[src/rtl/ca_code_gen_bank_if.sv]
// Bus bundle for the eight-channel C/A code generator bank.
// Optional macro CA_NAV_BIT_EN adds the nav_edge output.
interface ca_code_gen_bank_if #(
   parameter int NUM_CH = 8,
   parameter int TAP_W  = 4
);
   logic [NUM_CH-1:0]       clk_1023k;
   logic [NUM_CH-1:0]       ch_en;
   logic [NUM_CH-1:0]       ch_load;
   logic [NUM_CH*TAP_W-1:0] tap_a;
   logic [NUM_CH*TAP_W-1:0] tap_b;
   logic [NUM_CH-1:0]       code_out;
   logic [NUM_CH-1:0]       epoch;
   logic [NUM_CH*10-1:0]    chip_idx;
`ifdef CA_NAV_BIT_EN
   logic [NUM_CH-1:0]       nav_edge;
`endif

   modport master (
      output clk_1023k, ch_en, ch_load, tap_a, tap_b,
`ifdef CA_NAV_BIT_EN
      input  nav_edge,
`endif
      input  code_out, epoch, chip_idx
   );

   modport slave (
      input  clk_1023k, ch_en, ch_load, tap_a, tap_b,
`ifdef CA_NAV_BIT_EN
      output nav_edge,
`endif
      output code_out, epoch, chip_idx
   );
endinterface

[src/rtl/ca_code_gen_bank.sv]
// Eight independent GPS C/A Gold-code generators clocked by NCO chip-clock edges.
// Optional macro CA_NAV_BIT_EN adds a 20-epoch nav-bit boundary pulse per channel.
module ca_code_gen_bank #(
   parameter int NUM_CH   = 8,
   parameter int TAP_W    = 4,
   parameter int CHIP_LEN = 1023
) (
   input  logic               clk,
   input  logic               rst,
   ca_code_gen_bank_if.slave  bus
);
   localparam logic [9:0] CNT_LAST = 10'(CHIP_LEN - 1);

   logic [NUM_CH-1:0] clk_d;
   logic [NUM_CH-1:0] epoch_r;
   logic [NUM_CH-1:0] adv;
   logic [1:10]       g1 [NUM_CH];
   logic [1:10]       g2 [NUM_CH];
   logic [TAP_W-1:0]  ta [NUM_CH];
   logic [TAP_W-1:0]  tb [NUM_CH];
   logic [9:0]        cnt [NUM_CH];
`ifdef CA_NAV_BIT_EN
   logic [4:0]        ep_cnt [NUM_CH];
   logic [NUM_CH-1:0] nav_r;
`endif

   // clk_d follows the chip clock even while disabled, so enabling mid-high-phase sees no edge.
   assign adv = bus.clk_1023k & ~clk_d & bus.ch_en;

   // Tap indices outside 1..10 select nothing.
   function automatic logic g2_tap(input logic [1:10] g2v, input logic [TAP_W-1:0] k);
      logic r;
      r = 1'b0;
      for (int j = 1; j <= 10; j++) begin
         if (int'(k) == j) r = g2v[j];
      end
      return r;
   endfunction

   always_ff @(posedge clk) begin
      for (int i = 0; i < NUM_CH; i++) begin
         if (rst) begin
            clk_d[i]   <= 1'b0;
            epoch_r[i] <= 1'b0;
            ta[i]      <= TAP_W'(2);
            tb[i]      <= TAP_W'(6);
            g1[i]      <= '1;
            g2[i]      <= '1;
            cnt[i]     <= '0;
`ifdef CA_NAV_BIT_EN
            ep_cnt[i]  <= '0;
            nav_r[i]   <= 1'b0;
`endif
         end else begin
            clk_d[i]   <= bus.clk_1023k[i];
            epoch_r[i] <= 1'b0;
`ifdef CA_NAV_BIT_EN
            nav_r[i]   <= 1'b0;
`endif
            if (bus.ch_load[i]) begin
               ta[i]     <= bus.tap_a[i*TAP_W +: TAP_W];
               tb[i]     <= bus.tap_b[i*TAP_W +: TAP_W];
               g1[i]     <= '1;
               g2[i]     <= '1;
               cnt[i]    <= '0;
`ifdef CA_NAV_BIT_EN
               ep_cnt[i] <= '0;
`endif
            end else if (adv[i]) begin
               if (cnt[i] == CNT_LAST) begin
                  // Re-seed on wrap rather than trusting the LFSR's natural period.
                  cnt[i]     <= '0;
                  g1[i]      <= '1;
                  g2[i]      <= '1;
                  epoch_r[i] <= 1'b1;
`ifdef CA_NAV_BIT_EN
                  if (ep_cnt[i] == 5'd19) begin
                     ep_cnt[i] <= '0;
                     nav_r[i]  <= 1'b1;
                  end else begin
                     ep_cnt[i] <= ep_cnt[i] + 5'd1;
                  end
`endif
               end else begin
                  cnt[i] <= cnt[i] + 10'd1;
                  g1[i]  <= {g1[i][3] ^ g1[i][10], g1[i][1:9]};
                  g2[i]  <= {g2[i][2] ^ g2[i][3] ^ g2[i][6] ^ g2[i][8] ^ g2[i][9] ^ g2[i][10],
                            g2[i][1:9]};
               end
            end
         end
      end
   end

   always_comb begin
      bus.code_out = '0;
      bus.chip_idx = '0;
      for (int i = 0; i < NUM_CH; i++) begin
         bus.code_out[i]          = g1[i][10] ^ g2_tap(g2[i], ta[i]) ^ g2_tap(g2[i], tb[i]);
         bus.chip_idx[i*10 +: 10] = cnt[i];
      end
   end

   assign bus.epoch = epoch_r;
`ifdef CA_NAV_BIT_EN
   assign bus.nav_edge = nav_r;
`endif
endmodule

[src/flat_wrapper.sv]
// flat-port wrapper written by rule: the top's interface ports become plain ports
module ca_code_gen_bank_flat 
#(
   parameter int NUM_CH   = 8,
   parameter int TAP_W    = 4,
   parameter int CHIP_LEN = 1023
)
  (clk, rst, bus_clk_1023k, bus_ch_en, bus_ch_load, bus_tap_a, bus_tap_b, bus_code_out, bus_epoch, bus_chip_idx);
  ca_code_gen_bank_if #(.NUM_CH(NUM_CH), .TAP_W(TAP_W)) bus_i ();
  input  logic clk;
  input  logic rst;
  input wire logic [$bits(bus_i.clk_1023k)-1:0] bus_clk_1023k;
  input wire logic [$bits(bus_i.ch_en)-1:0] bus_ch_en;
  input wire logic [$bits(bus_i.ch_load)-1:0] bus_ch_load;
  input wire logic [$bits(bus_i.tap_a)-1:0] bus_tap_a;
  input wire logic [$bits(bus_i.tap_b)-1:0] bus_tap_b;
  output wire logic [$bits(bus_i.code_out)-1:0] bus_code_out;
  output wire logic [$bits(bus_i.epoch)-1:0] bus_epoch;
  output wire logic [$bits(bus_i.chip_idx)-1:0] bus_chip_idx;
  assign bus_i.clk_1023k = bus_clk_1023k;
  assign bus_i.ch_en = bus_ch_en;
  assign bus_i.ch_load = bus_ch_load;
  assign bus_i.tap_a = bus_tap_a;
  assign bus_i.tap_b = bus_tap_b;
  assign bus_code_out = bus_i.code_out;
  assign bus_epoch = bus_i.epoch;
  assign bus_chip_idx = bus_i.chip_idx;
  ca_code_gen_bank #(.NUM_CH(NUM_CH), .TAP_W(TAP_W), .CHIP_LEN(CHIP_LEN)) u_core (.clk(clk), .rst(rst), .bus(bus_i));
endmodule
[config.mk]
export PLATFORM = sky130hd
export DESIGN_NAME = ca_code_gen_bank_flat
export DESIGN_NICKNAME = d
export VERILOG_FILES = /design/src/rtl/ca_code_gen_bank_if.sv /design/src/rtl/ca_code_gen_bank.sv /design/src/flat_wrapper.sv
export SDC_FILE = /design/constraint.sdc
export NUM_CORES = 1
export LEC_CHECK = 0
export ABC_AREA = 1
export BUFFER_PORTS_ARGS = -buffer_cell sky130_fd_sc_hd__buf_2
export CORE_MARGIN = 8
export CORE_UTILIZATION = 47
export CTS_BUF_LIST = sky130_fd_sc_hd__clkbuf_4
export DETAILED_ROUTE_END_ITERATION = 8
export HOLD_SLACK_MARGIN = 0.12
export PLACE_DENSITY_LB_ADDON = 0.3
export SKIP_CTS_REPAIR_TIMING = 1
export SYNTH_ARGS = -nofsm -noshare
export SYNTH_HDL_FRONTEND = slang
export SYNTH_SLANG_ARGS = --single-unit
export TNS_END_PERCENT = 50
[constraint.sdc]
create_clock -name clk -period 3.1 [get_ports clk]
set_input_delay 0.155 -clock clk [delete_from_list [all_inputs] [get_ports clk]]
set_output_delay 0.155 -clock clk [all_outputs]
set_load 0.02 [all_outputs]
After elaboration in Yosys (flattened, before gate mapping)
Memory sizes are Yosys's and may differ from the RTL's.
Index checks and enable logic that the tools add are counted.
Widths: inputs -> output; s select.
- flip-flop bits (word level): 16
- bits in latches: 0
- bits in writable memories: 304
- memory bits (read-only): 0
- bits of input ports: 90
- output and inout bits: 96
- memories kept: 5
- add/subtract/negate cells: 8
- multipliers: 0
- div/mod/pow operators: 0
- order comparisons: 0
- equal/unequal tests: 168
- shift operators: 0
- multiplexer cells: 354
- bitwise operators: 155
- reduce and logical (&&, ||, !) cells: 0
- memories (name ; words ; bits a word ; rd ports ; clocked after memory_dff ; write ports ; RTL line ; text):
    u_core.cnt ; 8 ; 10 ; 8 ; 0 ; 8 ; ca_code_gen_bank.sv:21 ; logic [9:0] cnt [NUM_CH];
    u_core.g1 ; 8 ; 10 ; 8 ; 0 ; 8 ; ca_code_gen_bank.sv:17 ; logic [1:10] g1 [NUM_CH];
    u_core.g2 ; 8 ; 10 ; 8 ; 0 ; 8 ; ca_code_gen_bank.sv:18 ; logic [1:10] g2 [NUM_CH];
    u_core.ta ; 8 ; 4 ; 8 ; 0 ; 8 ; ca_code_gen_bank.sv:19 ; logic [TAP_W-1:0] ta [NUM_CH];
    u_core.tb ; 8 ; 4 ; 8 ; 0 ; 8 ; ca_code_gen_bank.sv:20 ; logic [TAP_W-1:0] tb [NUM_CH];
- operator list (operator ; number):
    $mux 10 ; 72
    $eq 4x4->1 const B ; 112
    $mux 1 ; 266
    $eq 4x3->1 const B ; 32
    $or 1x1->1 ; 88
    $add 10x1->10 const B ; 8
    $eq 10x10->1 const B ; 8
    $eq 4x2->1 const B ; 16
    $mux 4 ; 16
    $xor 1x1->1 ; 64
    $and 8x8->8 ; 2
    $not 8->8 ; 1

Longest topological paths before layout
Gate-level depths: netlist of the first run.
- depth after elaboration: 13
- depth in mapped cells: 11

Worst setup path after synthesis of the first run
No wires, ideal clock.
- path type: register to register
- start point: memory u_core.cnt[0][0]
- end point: memory u_core.g1[0][0] in the netlist's numbering, data pin
- setup time: 0.262 ns
- data arrival time: 1.487 ns
- data required time: 2.838 ns
- slack: 1.351 ns
- cell stages (with the launch flop): 9
- buffers on the path: 1
- period minus slack after synthesis: 1.749 ns
- cell sequence: edfxtp_1 -> inv_1 -> ha_1 -> nand2_1 -> nor3_1 -> nand4_1 -> nand2_1 -> buf_2 -> or2_2
- RTL lines (element ; RTL line):
    from (decl) ; ca_code_gen_bank.sv:21
    to (decl) ; ca_code_gen_bank.sv:17

==> results.py, run 1 <==
metrics = {
    "synthesis": {
        "async_flop_share_pct": 0,
        "synth-main-ff-cell": "edfxtp_1",
        "synth_cells": 1633,
        "synth_seq_area_share_pct": 59.9,
        "yosysMostFrequentCell": "nand2_1",
        "ys_top_cells_by_area": "edfxtp_1, nand2_1, inv_1, nor2_1, nand3_1",
        "netlist_area_um2": 15800,
        "synth_edf_count": 304,
        "yosysWarnings": 0,
        "synth_cell_type_count": 41,
        "yosysTopAreaCell": "edfxtp_1",
        "yosysTopAreaCellShare_pct": 57.8,
        "postSynthAreaPerCell_um2": 9.67,
        "ys_top_cells_by_count": "nand2_1, edfxtp_1, inv_1",
        "ys_ff_latch": 320,
        "syn-num-nets": 1739,
    },
    "place": {
        "io_buffers": 185,
        "dp_hpwl_um": 23600,
        "place.gp.congestion": 0.850,
        "dp_slack_ps": 723,
    },
    "grt": {
        "grt_pass1_vias": 11700,
        "grt_pass1_wl_um": 54800,
        "grt_use_met2_pct": 28.6,
        "met3_usage_pct": 4.51,
        "met1_usage_pct": 20.7,
        "grt_max_degree": 31,
        "gr-usage-all-layers_pct": 16.9,
        "antenna_found_initial": 1,
        "top_usage_layer": "met2",
        "grt_overflow": 0,
    },
    "setup_path": {
        "arrival_ps": 2240,
        "start_kind": "flop",
        "cp-end-kind": "primary output",
        "path_class": "reg -> out",
        "required_ps": 2940,
        "critical_path_peak_fanout": 5,
    },
    "routing": {
        "drtIter0Drc": 617,
        "postRouteAntennaNets": 0,
        "dr.pass1.iters": 5,
        "vias_per_cell": 4.83,
        "via_count": 12500,
        "wirelength_um": 36400,
        "drcViolationCount": 0,
        "wl_per_cell_um": 14.1,
    },
    "cts": {
        "clk_pin_slew_ps": 70,
        "cts_made_buffers": 87,
        "cts_num_sinks": 320,
        "clockBufferDepth": 3,
        "cts-root-buf": "clkbuf_4",
        "cts_tree": "yes",
        "insertion_delay_ps": 750,
        "ctsHtreeMaxLevel": 3,
    },
    "sta": {
        "hold_viol_final": 0,
        "fin_setup_tns_ps": 0,
        "finalCriticalPeriod_ps": 2390,
        "holdWs_ps": 259,
        "fin_worst_skew_ps": 68.4,
        "worst_pin_slew_ps": 812,
        "max_freq_mhz": 418,
        "slew_headroom_pct": 45.1,
        "period_share_pct": 77.2,
        "finalSetupViolCount": 0,
        "worst_slack_ps": 705,
        "drv_slew": 0,
        "rsz0062_at_grt": "no",
    },
    "cells_and_area": {
        "drive_gt1_share_pct": 20.4,
        "final_nets": 2167,
        "fill_cells": 2758,
        "multiInputGateArea_um2": 5170,
        "seqCellArea_um2": 9450,
        "areaGrowthSynthToFinish_pct": 26.8,
    },
    "power": {
        "ir_worst_vdd_mv": 0.322,
        "leakagePower_nw": 8.49,
        "cellPowerDensity_nw_per_um2": 493,
    },
    "die": {
        "io_pins": 186,
        "core-area_um2": 33300,
        "fp-row-count": 67,
        "die_area_um2": 39700,
        "die_w_um": 199,
        "die_h_um": 199,
        "initial_core_util_pct": 47.4,
    },
    "flow_run": {
        "cap_viol_max_count": 0,
    },
    "min_path": {
        "hold_class": "in -> reg",
    },
    "status": {
        "status": "finished, final reports clean",
    },
}
## cell usage in the layout, fill, tap and decap left out, types with 2 or more instances in the layout
| cell | count |
|---|---|
| nand4_1 | 11 |
| clkinv_2 | 6 |
| buf_2 | 185 |
| a31oi_1 | 6 |
| dfxtp_1 | 16 |
| and3_1 | 4 |
| nor2_4 | 6 |
| or2_2 | 63 |
| nor3_1 | 23 |
| or2_1 | 57 |
| nand3_1 | 100 |
| diode_2 | 2 |
| dlygate4sd3_1 | 168 |
| o21ai_0 | 63 |
| nand2_1 | 354 |
| bufinv_16 | 3 |
| clkinv_1 | 15 |
| o21a_1 | 2 |
| clkbuf_4 | 130 |
| nor2_1 | 176 |
| xor2_1 | 33 |
| ha_1 | 16 |
| o221a_2 | 2 |
| inv_2 | 11 |
| inv_1 | 249 |
| o21ai_1 | 2 |
| nor3b_2 | 6 |
| edfxtp_1 | 304 |
| nand3b_1 | 3 |
| a21oi_1 | 52 |
| nor3_2 | 3 |
| o211ai_1 | 13 |
| xnor2_1 | 18 |
| nor3b_1 | 6 |
| nand2_2 | 3 |
| buf_4 | 13 |
## cell type report
type | count | share of cell area (%)
Clock inverter | 27 | 0.950
Antenna cell | 2 | 0.0250
Tap cell | 448 | 2.80
Timing Repair Buffer | 366 | 13.5
Multi-Input combinational cell | 1028 | 25.8
Sequential cell | 320 | 47.2
Inverter | 258 | 4.84
Clock buffer | 130 | 4.87
## metal layers
metal	share of wire, %	vias to the layer above
li1	-	6244
met1	42	5819
met2	50	338
met3	5.8	61
met4	2.1	0
met5	0	-
## critical path: stages, from the launching register on
cell and delay [ps]:
edfxtp_1 470, inv_1 150, o21ai_0 100, o21ai_0 190
nand3_1 150, nand2_1 120, nand2_1 60, nand3_1 70
nand2_1 60, buf_2 160
## registers in the layout, summed over array words and instances, names as in the netlist
name / cells
u_core.clk_d: 8
u_core.ta: 32
u_core.bus.epoch: 8
u_core.tb: 32
u_core.g1: 80
u_core.g2: 80
u_core.cnt: 80
## cells by family (layout without fill, tap and decap cells)
family / after synthesis / after routing / synth area share [%]
compound gates: 144 / 144 / 5.05
xor+xnor: 51 / 51 / 2.83
fa+ha+maj: 16 / 16 / 1.27
buf+inv: 285 / 781 / 7.41
flops: 320 / 320 / 59.9
other cells: 0 / 2 / 0
simple gates: 817 / 817 / 23.6
## worst paths after layout
check / startpoint / to / slack (ps) / cells past startpoint
worst max-delay path: u_core.ta[0][0]$_SDFFCE_PN0P_ / bus_code_out[0] / 710 / 9
worst min-delay path: rst / u_core.ta[1][3]$_SDFFCE_PN0P_ / 260 / 3
worst max register to register: u_core.cnt[0][0]$_SDFFCE_PN0P_ / u_core.cnt[0][9]$_SDFFCE_PN0P_ / 860 / 9
worst min register to register: u_core.g1[3][13]$_SDFFCE_PN1P_ / u_core.g1[3][12]$_SDFFCE_PN1P_ / 490 / 1
## report_power, final
group / total [mW] / internal (mW) / switching, mW
sequential: 5.02 / 4.87 / 0.146
combinational: 0.917 / 0.377 / 0.541
clock: 3.93 / 2.17 / 1.76
## through the flow
| stage | cell area [um2] | power [mW] | cells | util (%) |
|---|---|---|---|---|
| floorplan | 15800 | 5.59 | 1633 | - |
| global placement | 17200 | 5.86 | 2252 | 51.6 |
| detailed placement | 17200 | 5.88 | 2252 | 51.6 |
| CTS | 18300 | 9.85 | 2409 | 55.1 |
| global route | 20000 | 10.3 | 2579 | 60.2 |
| finish | 20000 | 9.86 | 2579 | 60.2 |
No activity file was read; power rests on OpenSTA's default activity.
==> run 2, diff against run 1 <==
clock period = 2.2 ns   (was 3.1 ns; I/O delays follow)
==> run 2 against run 1 <==
  * The run now ends with setup timing left
  * Largest cell class unchanged
  * Clock skew decreased by 28 ps
  * Register-to-register slack got worse by 620 ps
  * Hold slack got worse by 76 ps
  * Critical path type unchanged
  * Highest routed layer unchanged
  * Critical path depth increased by 3
  * Setup slack got worse by 770 ps
  * Clock-buffer cell count increased by 3
  * Sequential share of layout area decreased by 1.1 points
  * Utilization increased by 1.5 points
  * Clock power increased by 36%
==> results.py, run 2 (synthesized netlist as in run 1, its figures left out) <==
metrics = {
    "power": {
        "power_frac_comb_pct": 10.7,
        "switchingPower_mw": 3.50,
        "power_mw": 13.9,
        "cellPowerDensity_nw_per_um2": 676,
        "ir_worst_vdd_mv": 0.463,
        "clkPwrFrac_pct": 38.4,
        "leakagePower_nw": 8.74,
        "pwr-share-seq_pct": 50.9,
        "switching_share_pct": 25.3,
        "internal-power_mw": 10.4,
    },
    "sta": {
        "max_freq_mhz": 441,
        "finalCriticalPeriod_ps": 2270,
        "worst_slack_ps": -68.9,
        "finalSetupViolCount": 5,
        "rsz0062_at_grt": "yes",
        "drv_slew": 0,
        "fin_setup_tns_ps": -156,
        "hold_viol_final": 0,
        "fin_worst_skew_ps": 40.2,
        "slew_headroom_pct": 51.9,
        "worst_pin_slew_ps": 712,
        "holdWs_ps": 183,
        "period_share_pct": 103,
    },
    "cts": {
        "cts_tree": "yes",
        "cts_made_buffers": 85,
        "clk_pin_slew_ps": 70,
        "cts-root-buf": "clkbuf_4",
        "ctsHtreeMaxLevel": 3,
        "insertion_delay_ps": 730,
        "cts_num_sinks": 320,
        "clockBufferDepth": 3,
    },
    "grt": {
        "grt_pass1_vias": 11600,
        "grt_pass1_wl_um": 54700,
        "grt_max_degree": 31,
        "gr-usage-all-layers_pct": 16.8,
        "antenna_found_initial": 4,
        "grt_overflow": 0,
    },
    "cells_and_area": {
        "fill_cells": 2644,
        "drive_gt1_share_pct": 23.8,
        "final_area_um2": 20500,
        "largestRegisters": "u_core.cnt x80, u_core.g1 x80, u_core.g2 x80",
        "mostFrequentLayoutCell": "nand2_1",
        "instances_no_fill": 2623,
        "mostFrequentLayoutCells": "nand2_1, edfxtp_1, inv_1",
        "final_nets": 2213,
        "post-route-util_pct": 61.7,
        "areaGrowthSynthToFinish_pct": 30.0,
    },
    "place": {
        "place.gp.congestion": 0.889,
        "placed_area_um2": 17300,
        "dp_hpwl_um": 23700,
        "dp_slack_ps": 253,
        "io_buffers": 185,
        "placedCellCount": 2269,
    },
    "status": {
        "violations": "setup timing",
        "status": "finished with violations",
    },
    "min_path": {
        "hold_class": "in -> reg",
    },
    "setup_path": {
        "cp_slowest_cell": "edfxtp_1",
        "crit_top_cell": "nand2_1",
        "path_class": "reg -> out",
        "cp-end-kind": "primary output",
        "crit_path_cell_trace": "buf_4, nand2_2, nand2_1, nand2_1, nand3_1, nand2_1, nand2_2, nand2_2, nand2_1, nand3_1, nand2_1, buf_6",
        "critical_path_peak_fanout": 5,
        "cpPeakStageDelay_ps": 500,
        "arrival_ps": 2160,
        "required_ps": 2090,
        "start_kind": "flop",
    },
    "die": {
        "die_h_um": 199,
        "core-area_um2": 33300,
        "initial_core_util_pct": 47.4,
        "die_w_um": 199,
        "fp-row-count": 67,
        "io_pins": 186,
        "die_area_um2": 39700,
    },
    "flow_run": {
        "cap_viol_max_count": 0,
    },
    "routing": {
        "via_count": 12800,
        "wirelength_um": 38100,
        "postRouteAntennaNets": 0,
        "vias_per_cell": 4.89,
        "drcViolationCount": 0,
        "wl_per_cell_um": 14.5,
        "drtIter0Drc": 750,
        "dr.pass1.iters": 6,
    },
}
run 2: final timing paths:
check | start | to | slack, ps | cells after the start
setup / recovery | u_core.ta[0][0]$_SDFFCE_PN0P_ | bus_code_out[0] | -70 | 12
hold / removal | rst | u_core.ta[1][12]$_SDFFCE_PN0P_ | 180 | 3
setup reg to reg | u_core.cnt[1][0]$_SDFFCE_PN0P_ | u_core.cnt[1][8]$_SDFFCE_PN0P_ | 240 | 9
hold reg to reg | u_core.g1[0][9]$_SDFFCE_PN1P_ | u_core.g1[0][8]$_SDFFCE_PN1P_ | 470 | 1
run 2: cell type report:
class	count	area, um2	share of cell area [%]
sequential	320	9450	46.0
multi-input combinational	1028	5270	25.7
timing repair buffer	414	3170	15.4
clock buffer	133	998	4.87
inverter	258	970	4.73
tap	448	561	2.73
clock inverter	18	98.8	0.482
antenna	4	10.0	0.0488
run 2: power by group through the flow:
stage / registers (mW) / clock network (mW) / logic [mW]
2_1_floorplan: 7.23 / 0 / 0.646
3_3_place_gp: 7.18 / 0 / 1.09
3_5_place_dp: 7.19 / 0 / 1.12
4_1_cts: 7.06 / 5.49 / 1.12
5_1_grt: 7.09 / 5.78 / 1.63
6_report: 7.07 / 5.33 / 1.49
run 2: critical path, delay by kind of cell, from the launching register on:
kind | cells | cell delay, ps
DFF | 1 | 500
and+or+nand+nor | 10 | 630
buffers and inverters | 2 | 310
run 2: metal layers:
layer / share of wire (%) / track usage (%) / up-vias
li1: - / - / 6337
met1: 41 / 20.9 / 6016
met2: 51 / 27.7 / 403
met3: 6.1 / 4.63 / 83
met4: 2.6 / 6.29 / 0
met5: 0 / 0 / -
